`src/rtl/interposer_seg_arbiter_pkg.sv`:
```
// Shared constants, FSM state type and id-width helper for the interposer segment arbiter.
package interposer_pkg;

  localparam int DIR_LO_HI = 0;
  localparam int DIR_HI_LO = 1;

  localparam int SEND    = 2;
  localparam int RECEIVE = 1;
  localparam int BYPASS  = 0;

  typedef logic [0:0] state_t;
  localparam state_t ST_ARB  = 1'b0;
  localparam state_t ST_XFER = 1'b1;

  function automatic int id_width(input int n);
    return (n <= 2) ? 1 : $clog2(n);
  endfunction

endpackage

```
`src/rtl/interposer_seg_alloc.sv`:
```
// Combinational round-robin greedy allocator: builds each request's link mask and picks the grant set.
// Optional INTERPOSER_SPATIAL_REUSE_EN allows several grants on disjoint link ranges.
module interposer_seg_alloc
  import interposer_pkg::*;
#(
  parameter int NODE_COUNT       = 8,
  parameter int NODE_COUNT_DIGIT = 3,
  parameter int RR_W             = 3,
  parameter int DIR              = 0
) (
  input  logic [NODE_COUNT-1:0]                  req_valid,
  input  logic [NODE_COUNT*NODE_COUNT_DIGIT-1:0] req_dest,
  input  logic [RR_W-1:0]                        rr_ptr,
  output logic [NODE_COUNT-1:0]                  grant,
  output logic [NODE_COUNT-1:0]                  illegal,
  output logic [RR_W-1:0]                        next_rr
);

  // Link j joins node j and node j+1.
  localparam int LINKS = NODE_COUNT - 1;

  logic [LINKS-1:0] taken;
  logic [LINKS-1:0] seg;
  logic             any;
  logic             legal;
  int               node;
  int               dest;
  int               lo;
  int               hi;

  always_comb begin
    grant   = '0;
    illegal = '0;
    taken   = '0;
    seg     = '0;
    any     = 1'b0;
    legal   = 1'b0;
    next_rr = rr_ptr;
    node    = 0;
    dest    = 0;
    lo      = 0;
    hi      = 0;
    for (int k = 0; k < NODE_COUNT; k++) begin
      node = int'(rr_ptr) + k;
      if (node >= NODE_COUNT) node = node - NODE_COUNT;
      dest  = int'(req_dest[node*NODE_COUNT_DIGIT +: NODE_COUNT_DIGIT]);
      legal = (dest != node) && (dest < NODE_COUNT) &&
              ((DIR == DIR_HI_LO) ? (dest < node) : (dest > node));
      lo = (dest < node) ? dest : node;
      hi = (dest < node) ? node : dest;
      for (int j = 0; j < LINKS; j++) seg[j] = (j >= lo) && (j < hi);
      if (req_valid[node]) begin
        if (!legal) begin
          illegal[node] = 1'b1;
        end
`ifdef INTERPOSER_SPATIAL_REUSE_EN
        else if ((seg & taken) == '0) begin
`else
        else if (!any) begin
`endif
          grant[node] = 1'b1;
          taken       = taken | seg;
          if (!any) next_rr = RR_W'((node + 1) % NODE_COUNT);
          any = 1'b1;
        end
      end
    end
  end

endmodule

```
`src/rtl/interposer_seg_arbiter.sv`:
```
// Segment-chain arbiter top: ARB/XFER FSM, round-robin pointer, per-source beat counters, node controls.
// Build macro: INTERPOSER_SPATIAL_REUSE_EN (concurrent grants on disjoint link ranges).
module interposer_seg_arbiter
  import interposer_pkg::*;
#(
  parameter int NODE_COUNT       = 8,
  parameter int NODE_COUNT_DIGIT = 3,
  parameter int LEN_W            = 4,
  parameter int DIR              = 0
) (
  input  logic                                  clk,
  input  logic                                  reset,
  input  logic [NODE_COUNT-1:0]                 req_valid,
  input  logic [NODE_COUNT*NODE_COUNT_DIGIT-1:0] req_dest,
  input  logic [NODE_COUNT*LEN_W-1:0]           req_len,
  output logic [NODE_COUNT-1:0]                 grant,
  output logic [NODE_COUNT-1:0]                 ctrl_send,
  output logic [NODE_COUNT-1:0]                 ctrl_receive,
  output logic [NODE_COUNT-1:0]                 ctrl_bypass,
  output logic [NODE_COUNT-1:0]                 err_dir,
  output logic                                  busy
);

  localparam int RR_W = id_width(NODE_COUNT);

  // Handshake: a requester holds req_valid/dest/len stable until its grant pulse, which is the
  // only acceptance indication; requests are sampled only in ARB and ignored during XFER.
  state_t                      state;
  logic [RR_W-1:0]             rr_ptr;
  logic [RR_W-1:0]             next_rr;
  logic [NODE_COUNT-1:0]       pick;
  logic [NODE_COUNT-1:0]       illegal;
  logic [NODE_COUNT-1:0]       err_seen;
  logic [LEN_W-1:0]            cnt [NODE_COUNT];
  logic [NODE_COUNT_DIGIT-1:0] act_dest [NODE_COUNT];
  logic [2:0]                  node_ctrl [NODE_COUNT];
  logic                        last_beat;
  int                          seg_dest;

  interposer_seg_alloc #(
    .NODE_COUNT       (NODE_COUNT),
    .NODE_COUNT_DIGIT (NODE_COUNT_DIGIT),
    .RR_W             (RR_W),
    .DIR              (DIR)
  ) u_alloc (
    .req_valid (req_valid),
    .req_dest  (req_dest),
    .rr_ptr    (rr_ptr),
    .grant     (pick),
    .illegal   (illegal),
    .next_rr   (next_rr)
  );

  always_comb begin
    last_beat = 1'b1;
    for (int i = 0; i < NODE_COUNT; i++) begin
      if (cnt[i] > LEN_W'(1)) last_beat = 1'b0;
    end
  end

  always_ff @(posedge clk) begin
    if (reset) begin
      state    <= ST_ARB;
      rr_ptr   <= '0;
      grant    <= '0;
      err_dir  <= '0;
      err_seen <= '0;
      for (int i = 0; i < NODE_COUNT; i++) begin
        cnt[i]      <= '0;
        act_dest[i] <= '0;
      end
    end else begin
      grant    <= '0;
      err_dir  <= '0;
      err_seen <= err_seen & req_valid;
      if (state == ST_ARB) begin
        grant    <= pick;
        // An illegal request reports once and stays silent until it is withdrawn.
        err_dir  <= illegal & ~err_seen;
        err_seen <= (err_seen | illegal) & req_valid;
        rr_ptr   <= next_rr;
        for (int i = 0; i < NODE_COUNT; i++) begin
          if (pick[i]) begin
            cnt[i]      <= (req_len[i*LEN_W +: LEN_W] == '0) ? LEN_W'(1) : req_len[i*LEN_W +: LEN_W];
            act_dest[i] <= req_dest[i*NODE_COUNT_DIGIT +: NODE_COUNT_DIGIT];
          end
        end
        if (pick != '0) state <= ST_XFER;
      end else begin
        for (int i = 0; i < NODE_COUNT; i++) begin
          if (cnt[i] != '0) cnt[i] <= cnt[i] - LEN_W'(1);
        end
        if (last_beat) state <= ST_ARB;
      end
    end
  end

  // Controls of a transfer stay up while its own counter is nonzero, so short transfers drop early.
  always_comb begin
    seg_dest = 0;
    for (int n = 0; n < NODE_COUNT; n++) node_ctrl[n] = '0;
    for (int s = 0; s < NODE_COUNT; s++) begin
      if (cnt[s] != '0) begin
        seg_dest = int'(act_dest[s]);
        for (int n = 0; n < NODE_COUNT; n++) begin
          if (n == s) node_ctrl[n][SEND] = 1'b1;
          else if (n == seg_dest) node_ctrl[n][RECEIVE] = 1'b1;
          else if ((n > s && n < seg_dest) || (n < s && n > seg_dest)) node_ctrl[n][BYPASS] = 1'b1;
        end
      end
    end
  end

  always_comb begin
    for (int n = 0; n < NODE_COUNT; n++) begin
      ctrl_send[n]    = node_ctrl[n][SEND];
      ctrl_receive[n] = node_ctrl[n][RECEIVE];
      ctrl_bypass[n]  = node_ctrl[n][BYPASS];
    end
  end

  assign busy = (state == ST_XFER);

endmodule
```
`config.mk`:
```
export PLATFORM = sky130hd
export DESIGN_NAME = interposer_seg_arbiter
export DESIGN_NICKNAME = d
export VERILOG_FILES = /design/src/rtl/interposer_seg_arbiter_pkg.sv /design/src/rtl/interposer_seg_alloc.sv /design/src/rtl/interposer_seg_arbiter.sv
export SDC_FILE = /design/constraint.sdc
export NUM_CORES = 1
export LEC_CHECK = 0
export ABC_AREA = 1
export BUFFER_PORTS_ARGS = -buffer_cell sky130_fd_sc_hd__buf_2
export CORE_MARGIN = 2
export CORE_UTILIZATION = 55
export DETAILED_ROUTE_END_ITERATION = 7
export HOLD_SLACK_MARGIN = 0.08
export PLACE_DENSITY = 0.71
export SLEW_MARGIN = 10
export SYNTH_ARGS = -nofsm -noshare
export SYNTH_HDL_FRONTEND = slang
export SYNTH_SLANG_ARGS = --single-unit
```
`constraint.sdc`:
```
create_clock -name clk -period 8.2 [get_ports clk]
set_input_delay 0.82 -clock clk [delete_from_list [all_inputs] [get_ports clk]]
set_output_delay 0.82 -clock clk [all_outputs]
set_load 0.02 [all_outputs]
```
# Yosys cells after proc, flatten, opt, wreduce, memory -nomap -nowiden
# Memories as Yosys holds them, arrays and structs flattened.
# Cells that the tools add are included.
# W data, S select, Z words.
[totals]
inputBits = 66
ram_bits = 56
out_inout_bits = 41
memories = 2
regBits = 28
elab_cells = 709
[mem_list]
columns = ["memory", "depth", "width", "rd", "rd_clocked_by_memory_dff", "write_ports", "line_no", "rtl"]
rows = [
  ["cnt", 8, 4, 8, 0, 8, "interposer_seg_arbiter.sv:34", "logic [LEN_W-1:0] cnt [NODE_COUNT];"],
  ["act_dest", 8, 3, 8, 0, 8, "interposer_seg_arbiter.sv:35", "logic [NODE_COUNT_DIGIT-1:0] act_dest [NODE_COUNT];"],
]
[op_classes]
n_bitwise = 43
n_shift = 8
n_lt_le_gt_ge = 82
multipliers = 8
n_addsub = 31
eq_ne = 57
n_reduce_logical = 41
n_mux = 432
[ops]
columns = ["op", "count"]
rows = [
  ["$mux W8", 40],
  ["$mux W1", 269],
  ["$ge A32 B1 Y1 const B", 8],
  ["$gt A4 B32 Y1", 8],
  ["$lt A32 B5 Y1 const B", 8],
  ["$mul A32 B3 Y32 const B", 8],
  ["$mux W32", 8],
  ["$ne A4 B32 Y1", 8],
  ["$shiftx A24 B32 Y3", 8],
  ["$ge A32 B5 Y1 const B", 7],
  ["$sub A32 B5 Y32 const B", 7],
  ["$mux W4", 30],
  ["$or A8 B8 Y8", 15],
  ["$mux W3", 31],
  ["$eq A3 B3 Y1 const A", 28],
  ["$mux W2", 38],
  ["$lt A3 B3 Y1 const A", 15],
  ["$eq A2 B3 Y1 const A", 14],
  ["$gt A4 B1 Y1 const B", 8],
  ["$logic_not A4 Y1", 8],
  ["$reduce_bool A4 Y1", 8],
  ["$sub A4 B1 Y4 const B", 8],
  ["$gt A2 B3 Y1 const A", 9],
  ["$add A3 B2 Y3 const B", 8],
  ["19 further kinds", 103],
]

# Longest topological paths before layout
[depth]
word_depth = 42
depth_mapped = 40
depth_no_buf = 38

# Modules after synthesis
# From an unflattened synthesis, not the netlist that was laid out.
[hier_totals]
hier_cells = 1834
hier_area_um2 = 11215.8
[by_module_without_submodules]
columns = ["mod", "instances", "cells_per_inst", "seq_area_each_um2", "area_each_um2"]
rows = [
  ["interposer_seg_alloc", 1, 1154, 0.0, 6117.1],
  ["interposer_seg_arbiter", 1, 680, 2242.2, 5098.6],
]

# Least setup slack after synthesis
# OpenSTA, ideal clock, no wires.
[synth_timing]
path_type = "register to register"
startpoint = "reg rr_ptr[0]"
endpoint = "mem cnt[1][0], in the netlist cnt[0][4], enable pin"
synth_period_minus_slack_ps = 6059
stages_incl_launch_ff = 32
required_ps = 7926
n_path_buf = 7
arrival_time_ps = 5785
setup_time_ps = 274
path_slack_ps = 2141
cell_sequence = "dfxtp_1 -> buf_6 -> inv_2 -> buf_6 -> clkbuf_1 -> buf_1 -> ha_1 -> buf_2 -> inv_2 -> clkbuf_1 -> ha_1 -> ha_1 -> ha_1 -> inv_1 -> o21ai_0 -> a21oi_1 -> nor2_1 -> nand2_1 -> o21ai_0 -> ha_1 -> nand3b_1 -> a21boi_0 -> nand2_4 -> nand4_4 -> nor2_4 -> buf_4 -> nand4_1 -> nand3_1 -> nor2_2 -> nor2_4 -> nor2_1 -> nand2_1"
[synth_lines]
columns = ["item", "line_no", "rtl"]
rows = [
  ["start: declaration", "interposer_seg_arbiter.sv:29", "logic [RR_W-1:0] rr_ptr;"],
  ["start signal: assignment", "interposer_seg_arbiter.sv:81", "rr_ptr <= next_rr;"],
  ["end: declaration", "interposer_seg_arbiter.sv:34", ""],
]

==> reports/metrics.yaml <==
setup_path:
  cp.arrival_ns: 6.71
  rrSetupSlack_ns: 1.53
  crit_path_top_delay_cell: "dfxtp_1"
  critPathRequiredTime_ns: 8.25
  critPathKind: "reg -> reg"
  cp_top_family: "adder cells"
  cpMostUsedCell: "nor2_1"
  worstPathMaxFanout: 14
  cpPeakStageDelay_ns: 0.66
  end_kind: "flip-flop"
  cp-start-kind: "flip-flop"
  crit_buf_inv: 3
status:
  status: "finished with violations"
  violations: "design-rule violations"
clock_tree:
  clk_pin_slew_ns: 0.09
  holdBufCountCts: 0
  cts_htree_levels: 3
  cts_tree: "done"
  clk_latency_ns: 0.36
  root_buffer: "clkbuf_16"
  cts_resized: 0
  clock_path_buffers: 2
  cts_buffers: 9
  post-cts-setup-buffers: 0
  clock-sinks: 84
route:
  drtIter0Drc: 1550
  dr.pass1.iters: 8
  vias: 12730
  drtAntennaViolNets: 0
  via_per_inst: 6.036
  wire_per_inst_microns: 18.38
  drt-total-wl_mm: 38.76
  drc: 18
timing:
  worst_pin_slew_ns: 0.9782
  setup_tns_ns: 0
  max_freq_mhz: 150.0
  hold_violations: 0
  rsz0062_at_grt: "no"
  fin_worst_skew_ns: 0.01998
  setup_viol: 0
  post-route-period-util_pct: 81.29
  whs_ns: 0.4128
  final_max_slew_viol_count: 0
  slew_headroom_pct: 34.72
  period_needed_ns: 6.666
global_routing:
  grt_pass1_wl_mm: 59.36
  grt_pass1_vias: 11410
  antenna_found_initial: 0
  grt_usage_pct: 36.57
  globalRouteOverflowTotal: 0
  grt_start_max_net_pins: 54
yosys:
  synth_edf_count: 56
  async_flop_share_pct: 0
  yosysWarnings: 0
  ys_seq_area_share_pct: 20.58
  syn_avg_cell_area_sq_um: 6.198
  ys_ff_latch: 84
  synth_cells: 1758
  synth.cell_area_sq_mm: 0.01090
  synth_cell_types: 65
  synth_flop_cell: "edfxtp_1"
finish:
  n_antenna_cell: 0
  final_cell_mix: "nand2_1, inv_1, nor2_1, o21ai_0, nand3_1"
  drive_above_1_share_pct: 11.06
  synthToLayoutAreaGrowth_pct: 9.393
  nNetsFinal: 1996
  layout_commonest_cell: "nand2_1"
floorplanning:
  num_rows: 51
  fp.dieW_microns: 144.7
  io_pins: 107
  start_util_pct: 55.98
  die_area_sq_mm: 0.02095
  die_y_microns: 144.7
  coreArea_sq_mm: 0.01946
placement:
  place_congestion: 1.032
  io_buffers: 104
  dp_hpwl_mm: 31.08
job:
  drv_cap: 0
hold_path:
  hold_class: "reg -> reg"
-- kinds of logic (layout without fill, tap and decap cells) --
family	count (synthesis)	in the layout	synth area share [%]
AOI/OAI and AO/OA	378	378	20.33
buffers and inverters	309	391	11.09
xor gates and xnor gates	15	15	1.206
muxes	4	4	0.3675
other	2	6	0.06893
and+or+nand+nor	875	875	35.63
adders and majority gates	91	91	10.73
DFF	84	84	20.58
-- synth_stat cells (8+ instances only) --
| cell | n | area share [%] |
|---|---|---|
| nand2_1 | 401 | 14 |
| inv_1 | 239 | 8.2 |
| nor2_1 | 196 | 6.8 |
| o21ai_0 | 160 | 7.3 |
| nand3_1 | 145 | 6.7 |
| ha_1 | 87 | 10 |
| a21oi_1 | 86 | 4.0 |
| edfxtp_1 | 56 | 15 |
| nand4_1 | 35 | 2.0 |
| nor3_1 | 32 | 1.5 |
| o22ai_1 | 30 | 1.7 |
| dfxtp_1 | 28 | 5.1 |
| clkbuf_1 | 22 | 0.76 |
| inv_2 | 17 | 0.59 |
| o211ai_1 | 15 | 1.0 |
| nand2_2 | 14 | 0.80 |
| a31oi_1 | 13 | 0.75 |
| nor2_2 | 13 | 0.75 |
| xor2_1 | 11 | 0.88 |
| nor4_1 | 10 | 0.57 |
| buf_1 | 9 | 0.31 |
| buf_2 | 9 | 0.41 |
| o21ai_1 | 8 | 0.37 |
-- worst reg2reg max path, stage by stage, from the launching register on --
cell,delay (ns)
dfxtp_1,0.66
inv_1,0.33
ha_1,0.55
inv_1,0.17
ha_1,0.25
fa_1,0.40
ha_1,0.22
xor2_1,0.61
nor2_1,0.23
a21oi_1,0.18
o31ai_1,0.08
a21oi_1,0.20
nor2_1,0.09
ha_1,0.32
a21oi_1,0.15
nor2_1,0.05
o21ai_0,0.27
nand2_1,0.11
nand2_1,0.10
inv_2,0.07
nand3_2,0.17
nor2_1,0.06
nor2_1,0.12
nand3_1,0.12
o21ai_0,0.56
nand2_1,0.28
-- layout make-up --
type                    instances  area [sq um]
clock inverters                 7         76.32
multi-input cells            1369          7467
inverters                     261         979.7
repair buffers                114         595.6
well taps                     265         331.6
fillers                      1898          7543
clock buffers                   9         225.2
flip-flops and latches         84          2243
-- final timing paths --
path | start | to | depth (start not counted)
max reg2reg | rr_ptr[1]$_SDFFE_PP0N_ | cnt[1][15]$_DFFE_PP_ | 25
min reg2reg | err_seen[6]$_SDFF_PP0_ | err_dir[6]$_SDFF_PP0_ | 1
max | rr_ptr[1]$_SDFFE_PP0N_ | cnt[1][15]$_DFFE_PP_ | 25
min | err_seen[6]$_SDFF_PP0_ | err_dir[6]$_SDFF_PP0_ | 1
-- routing by layer --
metal / vias up / wire (microns) / track usage, %
met5: - / 0 / 0
met4: 0 / 2264 / 19.16
li1: 6107 / - / -
met3: 162 / 3637 / 5.824
met2: 805 / 17510 / 61.05
met1: 5656 / 15340 / 45.46
-- sequential cells by signal (all words and copies together) (netlist names) --
name      count
err_dir       8
cnt          32
err_seen      8
act_dest     24
busy          1
grant         8
rr_ptr        3
-- stage by stage --
step / cell area (sq um) / instances / setup slack (ns) / util [%]
finish: 11920 / 2109 / 1.534 / 61.24
global route: 11920 / 2109 / 1.023 / 61.24
CTS: 11920 / 2109 / 1.635 / 61.24
detailed placement: 11620 / 2093 / 1.677 / 59.69
global placement: 11620 / 2093 / 1.713 / 59.69
floorplan: 10910 / 1762 / 2.141 / -
Power is left out: the tool's default activity adds up to more than one toggle a clock period on the data nets, which glitch-free logic cannot reach.
